[src/rtl/m6502_pkg.sv]
// m6502_pkg -- shared definitions for the 6502 ALU-group sequencer.
//
// Contents:
//   state_t          sequencer states (DEC_ADJ is only reachable when the
//                    M6502_DECIMAL_EN macro is defined)
//   ALU_ADC          ALU operation code {aaa, cc} for ADC
//   CC_ALU           opcode[1:0] group code of the ALU instruction group
//   MODE_*           addressing-mode encodings of opcode[4:2]
//   is_legal_op()    true for the opcodes this release executes
package m6502_pkg;

    typedef enum logic [2:0] {
        ST_IDLE,
        ST_FETCH_OP,
        ST_FETCH_LO,
        ST_FETCH_HI,
        ST_READ_DATA,
        ST_EXEC,
        ST_DEC_ADJ
    } state_t;

    localparam logic [4:0] ALU_ADC  = 5'b01101;
    localparam logic [1:0] CC_ALU   = 2'b01;

    localparam logic [2:0] MODE_ZP  = 3'b001;
    localparam logic [2:0] MODE_IMM = 3'b010;
    localparam logic [2:0] MODE_ABS = 3'b011;

    // ADC in immediate, zero-page or absolute mode; everything else halts.
    function automatic logic is_legal_op(input logic [7:0] op);
        logic mode_ok;
        mode_ok = (op[4:2] == MODE_IMM) || (op[4:2] == MODE_ZP) || (op[4:2] == MODE_ABS);
        return (op[1:0] == CC_ALU) && (op[7:5] == ALU_ADC[4:2]) && mode_ok;
    endfunction

endpackage

[src/rtl/m6502_bcd_adjust.sv]
// m6502_bcd_adjust -- combinational decimal correction of a binary ADC sum.
//
// Ports:
//   sum         in  8  binary sum produced by the ALU
//   half_carry  in  1  carry out of the low nibble of the binary add
//   carry       in  1  carry out of the binary add
//   result      out 8  BCD-corrected sum
//   carry_out   out 1  decimal carry (set when the high nibble is corrected)
//
// Only instantiated when M6502_DECIMAL_EN is defined.
module m6502_bcd_adjust (
    input  logic [7:0] sum,
    input  logic       half_carry,
    input  logic       carry,
    output logic [7:0] result,
    output logic       carry_out
);

    logic       lo_fix;
    logic       hi_fix;
    logic [8:0] lo_fixed;

    always_comb begin
        lo_fix   = half_carry || (sum[3:0] > 4'd9);
        lo_fixed = {1'b0, sum} + (lo_fix ? 9'h006 : 9'h000);
        // The high-nibble test looks at the nibble after the low correction,
        // so a low-nibble ripple (e.g. 9A -> A0) is caught here.
        hi_fix    = carry || lo_fixed[8] || (lo_fixed[7:4] > 4'd9);
        result    = lo_fixed[7:0] + (hi_fix ? 8'h60 : 8'h00);
        carry_out = hi_fix;
    end

endmodule

[src/rtl/m6502_alu_sequencer.sv]
// m6502_alu_sequencer -- fetch/execute sequencer for the 6502 ALU group.
//
// Fetches an opcode and its operand bytes over a byte-wide read port,
// drives an external ALU in EXEC and retires the sum into A and C/Z/N/V.
// Only ADC immediate/zero-page/absolute is executed; any other opcode sets
// the sticky halted flag.
//
// Configuration macro: M6502_DECIMAL_EN -- when defined, d_flag high adds a
// DEC_ADJ cycle that BCD-corrects A and C (Z/N/V keep binary values).
//
// Ports:
//   clk, reset               clock; synchronous active-high reset
//   run                      start the next instruction (sampled in IDLE)
//   mem_addr/mem_rd          read request, held until mem_ready
//   mem_rdata/mem_ready      read data and its completion strobe
//   alu_operand1/2           A and M, valid in EXEC only (0 otherwise)
//   alu_carry_in             C flag, valid in EXEC only
//   alu_operation            {opcode[7:5], opcode[1:0]}, valid in EXEC only
//   alu_result/carry_out     ALU sum and carry
//   d_flag                   decimal mode (used only with M6502_DECIMAL_EN)
//   a_out, flag_c/z/n/v      accumulator and status flags
//   pc_out                   program counter
//   instr_done               one-cycle pulse in the retiring state
//   halted                   sticky illegal-opcode indicator
module m6502_alu_sequencer
    import m6502_pkg::*;
#(
    parameter logic [15:0] RESET_PC = 16'h0200
) (
    input  logic        clk,
    input  logic        reset,
    input  logic        run,
    output logic [15:0] mem_addr,
    output logic        mem_rd,
    input  logic [7:0]  mem_rdata,
    input  logic        mem_ready,
    output logic [7:0]  alu_operand1,
    output logic [7:0]  alu_operand2,
    output logic        alu_carry_in,
    output logic [4:0]  alu_operation,
    input  logic [7:0]  alu_result,
    input  logic        alu_carry_out,
    input  logic        d_flag,
    output logic [7:0]  a_out,
    output logic        flag_c,
    output logic        flag_z,
    output logic        flag_n,
    output logic        flag_v,
    output logic [15:0] pc_out,
    output logic        instr_done,
    output logic        halted
);

    state_t      state, state_next;
    logic [15:0] pc;
    logic [15:0] ea;
    logic [7:0]  acc;
    logic [7:0]  m_reg;
    logic [7:0]  opcode;

`ifdef M6502_DECIMAL_EN
    logic       half_c;
    logic [4:0] lo_sum;
    logic [7:0] bcd_result;
    logic       bcd_carry;

    assign lo_sum = {1'b0, acc[3:0]} + {1'b0, m_reg[3:0]} + {4'd0, flag_c};

    m6502_bcd_adjust u_bcd_adjust (
        .sum        (acc),
        .half_carry (half_c),
        .carry      (flag_c),
        .result     (bcd_result),
        .carry_out  (bcd_carry)
    );
`else
    logic unused_d_flag;
    assign unused_d_flag = d_flag;
`endif

    // Next state and Moore outputs.
    // NOTE: every signal written here gets a default first so no path
    // leaves it unassigned, which would otherwise infer a latch.
    always_comb begin
        state_next    = state;
        mem_rd        = 1'b0;
        mem_addr      = pc;
        instr_done    = 1'b0;
        alu_operand1  = 8'h00;
        alu_operand2  = 8'h00;
        alu_carry_in  = 1'b0;
        alu_operation = 5'b00000;

        case (state)
            ST_IDLE: begin
                if (run && !halted) state_next = ST_FETCH_OP;
            end
            ST_FETCH_OP: begin
                mem_rd = 1'b1;
                if (mem_ready) state_next = is_legal_op(mem_rdata) ? ST_FETCH_LO : ST_IDLE;
            end
            ST_FETCH_LO: begin
                mem_rd = 1'b1;
                if (mem_ready) begin
                    case (opcode[4:2])
                        MODE_IMM: state_next = ST_EXEC;
                        MODE_ZP:  state_next = ST_READ_DATA;
                        default:  state_next = ST_FETCH_HI;
                    endcase
                end
            end
            ST_FETCH_HI: begin
                mem_rd = 1'b1;
                if (mem_ready) state_next = ST_READ_DATA;
            end
            ST_READ_DATA: begin
                mem_rd   = 1'b1;
                mem_addr = ea;
                if (mem_ready) state_next = ST_EXEC;
            end
            ST_EXEC: begin
                alu_operand1  = acc;
                alu_operand2  = m_reg;
                alu_carry_in  = flag_c;
                alu_operation = {opcode[7:5], opcode[1:0]};
`ifdef M6502_DECIMAL_EN
                state_next = d_flag ? ST_DEC_ADJ : ST_IDLE;
                instr_done = !d_flag;
`else
                state_next = ST_IDLE;
                instr_done = 1'b1;
`endif
            end
`ifdef M6502_DECIMAL_EN
            ST_DEC_ADJ: begin
                state_next = ST_IDLE;
                instr_done = 1'b1;
            end
`endif
            default: state_next = ST_IDLE;
        endcase
    end

    // State and architectural registers.
    // NOTE: sequential state uses non-blocking assignments so every register
    // samples the pre-edge values (V below relies on the old A).
    always_ff @(posedge clk) begin
        if (reset) begin
            state  <= ST_IDLE;
            pc     <= RESET_PC;
            ea     <= 16'h0000;
            acc    <= 8'h00;
            m_reg  <= 8'h00;
            opcode <= 8'h00;
            flag_c <= 1'b0;
            flag_z <= 1'b0;
            flag_n <= 1'b0;
            flag_v <= 1'b0;
            halted <= 1'b0;
`ifdef M6502_DECIMAL_EN
            half_c <= 1'b0;
`endif
        end else begin
            state <= state_next;
            case (state)
                ST_FETCH_OP: if (mem_ready) begin
                    pc     <= pc + 16'd1;
                    opcode <= mem_rdata;
                    if (!is_legal_op(mem_rdata)) halted <= 1'b1;
                end
                ST_FETCH_LO: if (mem_ready) begin
                    // Low byte is both the immediate operand and the
                    // zero-page / absolute address low byte.
                    pc    <= pc + 16'd1;
                    m_reg <= mem_rdata;
                    ea    <= {8'h00, mem_rdata};
                end
                ST_FETCH_HI: if (mem_ready) begin
                    pc        <= pc + 16'd1;
                    ea[15:8]  <= mem_rdata;
                end
                ST_READ_DATA: if (mem_ready) begin
                    m_reg <= mem_rdata;
                end
                ST_EXEC: begin
                    acc    <= alu_result;
                    flag_c <= alu_carry_out;
                    flag_z <= (alu_result == 8'h00);
                    flag_n <= alu_result[7];
                    flag_v <= (acc[7] == m_reg[7]) && (alu_result[7] != acc[7]);
`ifdef M6502_DECIMAL_EN
                    half_c <= lo_sum[4];
`endif
                end
`ifdef M6502_DECIMAL_EN
                ST_DEC_ADJ: begin
                    acc    <= bcd_result;
                    flag_c <= bcd_carry;
                end
`endif
                default: ;
            endcase
        end
    end

    assign a_out  = acc;
    assign pc_out = pc;

endmodule

[config.mk]
export PLATFORM = sky130hd
export DESIGN_NAME = m6502_alu_sequencer
export DESIGN_NICKNAME = d
export VERILOG_FILES = /design/src/rtl/m6502_pkg.sv /design/src/rtl/m6502_bcd_adjust.sv /design/src/rtl/m6502_alu_sequencer.sv
export SDC_FILE = /design/constraint.sdc
export NUM_CORES = 1
export LEC_CHECK = 0
export ABC_AREA = 1
export CORE_MARGIN = 5
export CORE_UTILIZATION = 47
export DETAILED_ROUTE_END_ITERATION = 7
export GPL_ROUTABILITY_DRIVEN = 1
export GPL_TIMING_DRIVEN = 0
export PLACE_DENSITY = 0.87
export SLEW_MARGIN = 0
export SYNTH_ARGS = -nofsm -noshare
export SYNTH_HDL_FRONTEND = slang
export SYNTH_SLANG_ARGS = --single-unit
[constraint.sdc]
create_clock -name clk -period 1.8 [get_ports clk]
set_clock_uncertainty 0.05 [all_clocks]
set_input_delay 0.36 -clock clk [delete_from_list [all_inputs] [get_ports clk]]
set_output_delay 0.36 -clock clk [all_outputs]
set_load 0.01 [all_outputs]
==> reports/qor.csv <==
stage,metric,value,unit
synthesis,post-synth top area share,42.0,%
floorplan,die outline area,0.00809,mm2
timing,Worst-Margin Slew,0.541,ns
final_layout,diode count,0,
cts,H-tree Lvls,3,
power,P_leak,1.70,nW
route,final wirelength,9650,um
critical_path,Worst path most repeated cell,inv_4,
grt,initial antenna violation count,0,
synthesis,"area leader, netlist",dfxtp_1,
timing,Tmin final,1.83,ns
critical_path,Startpoint Class,register,
route,met3 WL,848,um
power,PwrDens,989,mW/mm2
place,dpl hpwl,6530,um
final_layout,layout cells sized above 1,21.8,%
timing,endpoints failing hold,0,
route,routed length per instance,15.3,um
grt,gr usage total,22.8,%
synthesis,post-synthesis mux area share,0,%
place,IO buf count,89,
timing,Slew HR,63.9,%
synthesis,adder-cell share of the synthesized area,0.416,%
route,met2 WL post-DR,4640,um
critical_path,flop2flop setup slack,0.17,ns
cts,CTS tree,done,
cts,Clk Tree Root Cell,clkbuf_8,
final_layout,Filler Cell Count,508,
power,Internal Power,2.75,mW
floorplan,Core ar.,0.00628,mm2
place,GPL Wtd Cong,0.861,
power,sw power,1.49,mW
critical_path,"Req. time, crit path",1.39,ns
synthesis,largest family of logic cells by synthesized area,simple AND/OR/NAND/NOR gates,
critical_path,Crit path arrival time,1.42,ns
flow_run,max-cap violations,0,
power,switch share,35.1,%
final_layout,NumNets Final,575,
synthesis,Synth Area in Compound Gates,21.6,%
grt,grt total ovfl,0,
timing,Tcrit/Tclk final,102,%
final_layout,Multi-input gate area,0.00145,mm2
synthesis,post-synthesis simple-gate area fraction,22.5,%
route,number of remaining DRC errors,0,
synthesis,Synth Cell Area,0.00300,mm2
synthesis,area share of xor/xnor cells in the synthesized design,0.292,%
timing,Final setup violation count,7,
floorplan,Boundary Pins,91,
floorplan,Die Span Y,90.0,um
critical_path,critical path endpoint category,output port,
final_layout,most frequent cells in the layout,"nand2_1, inv_1, dfxtp_1",
timing,setup TNS,-0.121,ns
route,drt pass-1 iters,5,
critical_path,Setup CP Type,register to output port,
synthesis,#FFs+latches synth,63,
cts,"Clk pin slew, worst setup/hold paths",0.07,ns
timing,fmax,545,MHz
timing,WHS,0.406,ns
cts,Clock Tree Buf Depth,2,
power,sequential power share,39.3,%
place,Post-DP Area,0.00399,mm2
floorplan,Row Count,29,
synthesis,Yosys cell types,27,
synthesis,Area contributors post-synth,"dfxtp_1, o21ai_0, nand2_1, a21oi_1, inv_1",
timing,PnR worst setup slack,-0.0349,ns
critical_path,Worst path slowest cell,dfxtp_2,
cts,CTS Buf Count,9,
synthesis,Mapped Cells,440,
cts,Hold Buf Count CTS,0,
min_path,worst hold path type,register to register,
critical_path,CP cell instances,inv_4 > nand2_4 > nor2_4 > inv_4 > buf_12 > nor2_1 > buf_2,
grt,global-route wire length before repair,15200,um
synthesis,sequential area share after synthesis,42.0,%
run_status,status,finished with violations,
critical_path,max incr delay on CP,0.34,ns
floorplan,initial core utilization,47.9,%
critical_path,Worst Path Max Fanout,17,
grt,largest net degree at the start of global routing,18,
route,initial detailed-routing violation count,232,
final_layout,"commonest non-fill, non-tap cell in the layout",nand2_1,
final_layout,post-route cell area,0.00429,mm2
route,vias per inst,5.29,
power,Peak VDD IR,0.625,mV
synthesis,Yosys warning count,0,
route,wl on met1,4000,um
route,ANT nets after route,0,
synthesis,Post-Syn Nets,463,
floorplan,Die Width,90.0,um
final_layout,area delta synth->final,42.8,%
final_layout,register area,0.00127,mm2
synthesis,Syn Area/Cell,6.83,um2
run_status,failing checks,setup timing,
route,max layer used,met4,
grt,vias in the first global route,3183,
power,clock network power share,25.2,%
cts,clk sink count,63,
power,Comb power frac,35.4,%
timing,RSZ-0062 raised after global routing,true,
timing,Max Slew Vio Count,0,
cts,clk_lat worst skew,0.34,ns
route,DR vias,3345,
-- layout make-up --
cell class                      instances  area share, %
Buffer                                 19           4.35
Sequential cell                        63           29.7
Multi-Input combinational cell        282           33.9
Timing Repair Buffer                  102           19.3
Clock buffer                           13           3.70
Tap cell                               77           2.25
Inverter                               75           6.74
Clock inverter                          1          0.117
-- layer usage --
metal	track usage, %	up-vias
li1	-	1629
met1	28.1	1533
met2	38.5	163
met3	5.18	20
met4	8.56	0
met5	0	-
-- cells in the mapped netlist --
| cell | n |
|---|---|
| o21bai_1 | 1 |
| clkbuf_1 | 10 |
| xor2_1 | 1 |
| inv_1 | 70 |
| nor3_1 | 8 |
| nand2_4 | 1 |
| buf_4 | 1 |
| buf_2 | 4 |
| nor2_4 | 1 |
| nor4_1 | 1 |
| dfxtp_1 | 63 |
| nand2_1 | 75 |
| nor2_1 | 48 |
| buf_6 | 4 |
| nand4_1 | 2 |
| nand3_1 | 15 |
| nor3_2 | 1 |
| inv_2 | 5 |
| nand3_4 | 2 |
| a21oi_2 | 1 |
| o21ai_0 | 59 |
| a211oi_1 | 9 |
| buf_1 | 1 |
| nor2_2 | 1 |
| nand3b_1 | 1 |
| ha_1 | 1 |
| a21oi_1 | 54 |
-- through the flow --
stage / utilization (%) / setup slack [ns] / cells / total power [mW]
global route: 68.3 / -0.0869 / 632 / 4.44
floorplan: - / 0.141 / 440 / 2.38
CTS: 66.9 / -0.0558 / 632 / 4.13
global placement: 63.6 / -0.471 / 606 / 2.82
finish: 68.3 / -0.0349 / 632 / 4.24
detailed placement: 63.6 / -0.509 / 606 / 2.86
-- worst paths after layout --
kind / start / endpoint / depth (start not counted)
max: state[1]$_SDFFE_PP0P_ / alu_operand1[1] / 7
max reg2reg: pc_out[0]$_SDFFE_PP0P_ / pc_out[14]$_SDFFE_PP0P_ / 9
min: opcode[0]$_SDFFE_PP0P_ / opcode[0]$_SDFFE_PP0P_ / 2
min reg2reg: opcode[0]$_SDFFE_PP0P_ / opcode[0]$_SDFFE_PP0P_ / 2
-- power groups by stage --
stage                     registers, mW  clock network (mW)  logic, mW
final                              1.67                1.07       1.50
after global routing               1.68                1.12       1.63
after CTS                          1.66                1.06       1.40
after detailed placement           1.67                   0       1.19
after global placement             1.66                   0       1.15
after floorplan                    1.68                   0      0.700
-- what timing repair did --
item,4_1_cts,5_1_grt
pin swaps,2,1
setup buffers,12,0
gates cloned,1,0
resized for setup,212,42
endpoints found under the setup margin,40,45
endpoints found under the hold margin,0,0
-- worst max-delay path, delay by kind of cell, from the launching register on --
kind	cells	cell delay, ns
buf+inv	4	0.46
flops	1	0.34
simple gates	3	0.29
-- cell families after synthesis --
group,count (synthesis)
compound gates,124
xor+xnor,1
buf+inv,95
fa+ha+maj,1
flops,63
simple gates,156
Note: power is estimated with default switching activity, not from simulation.
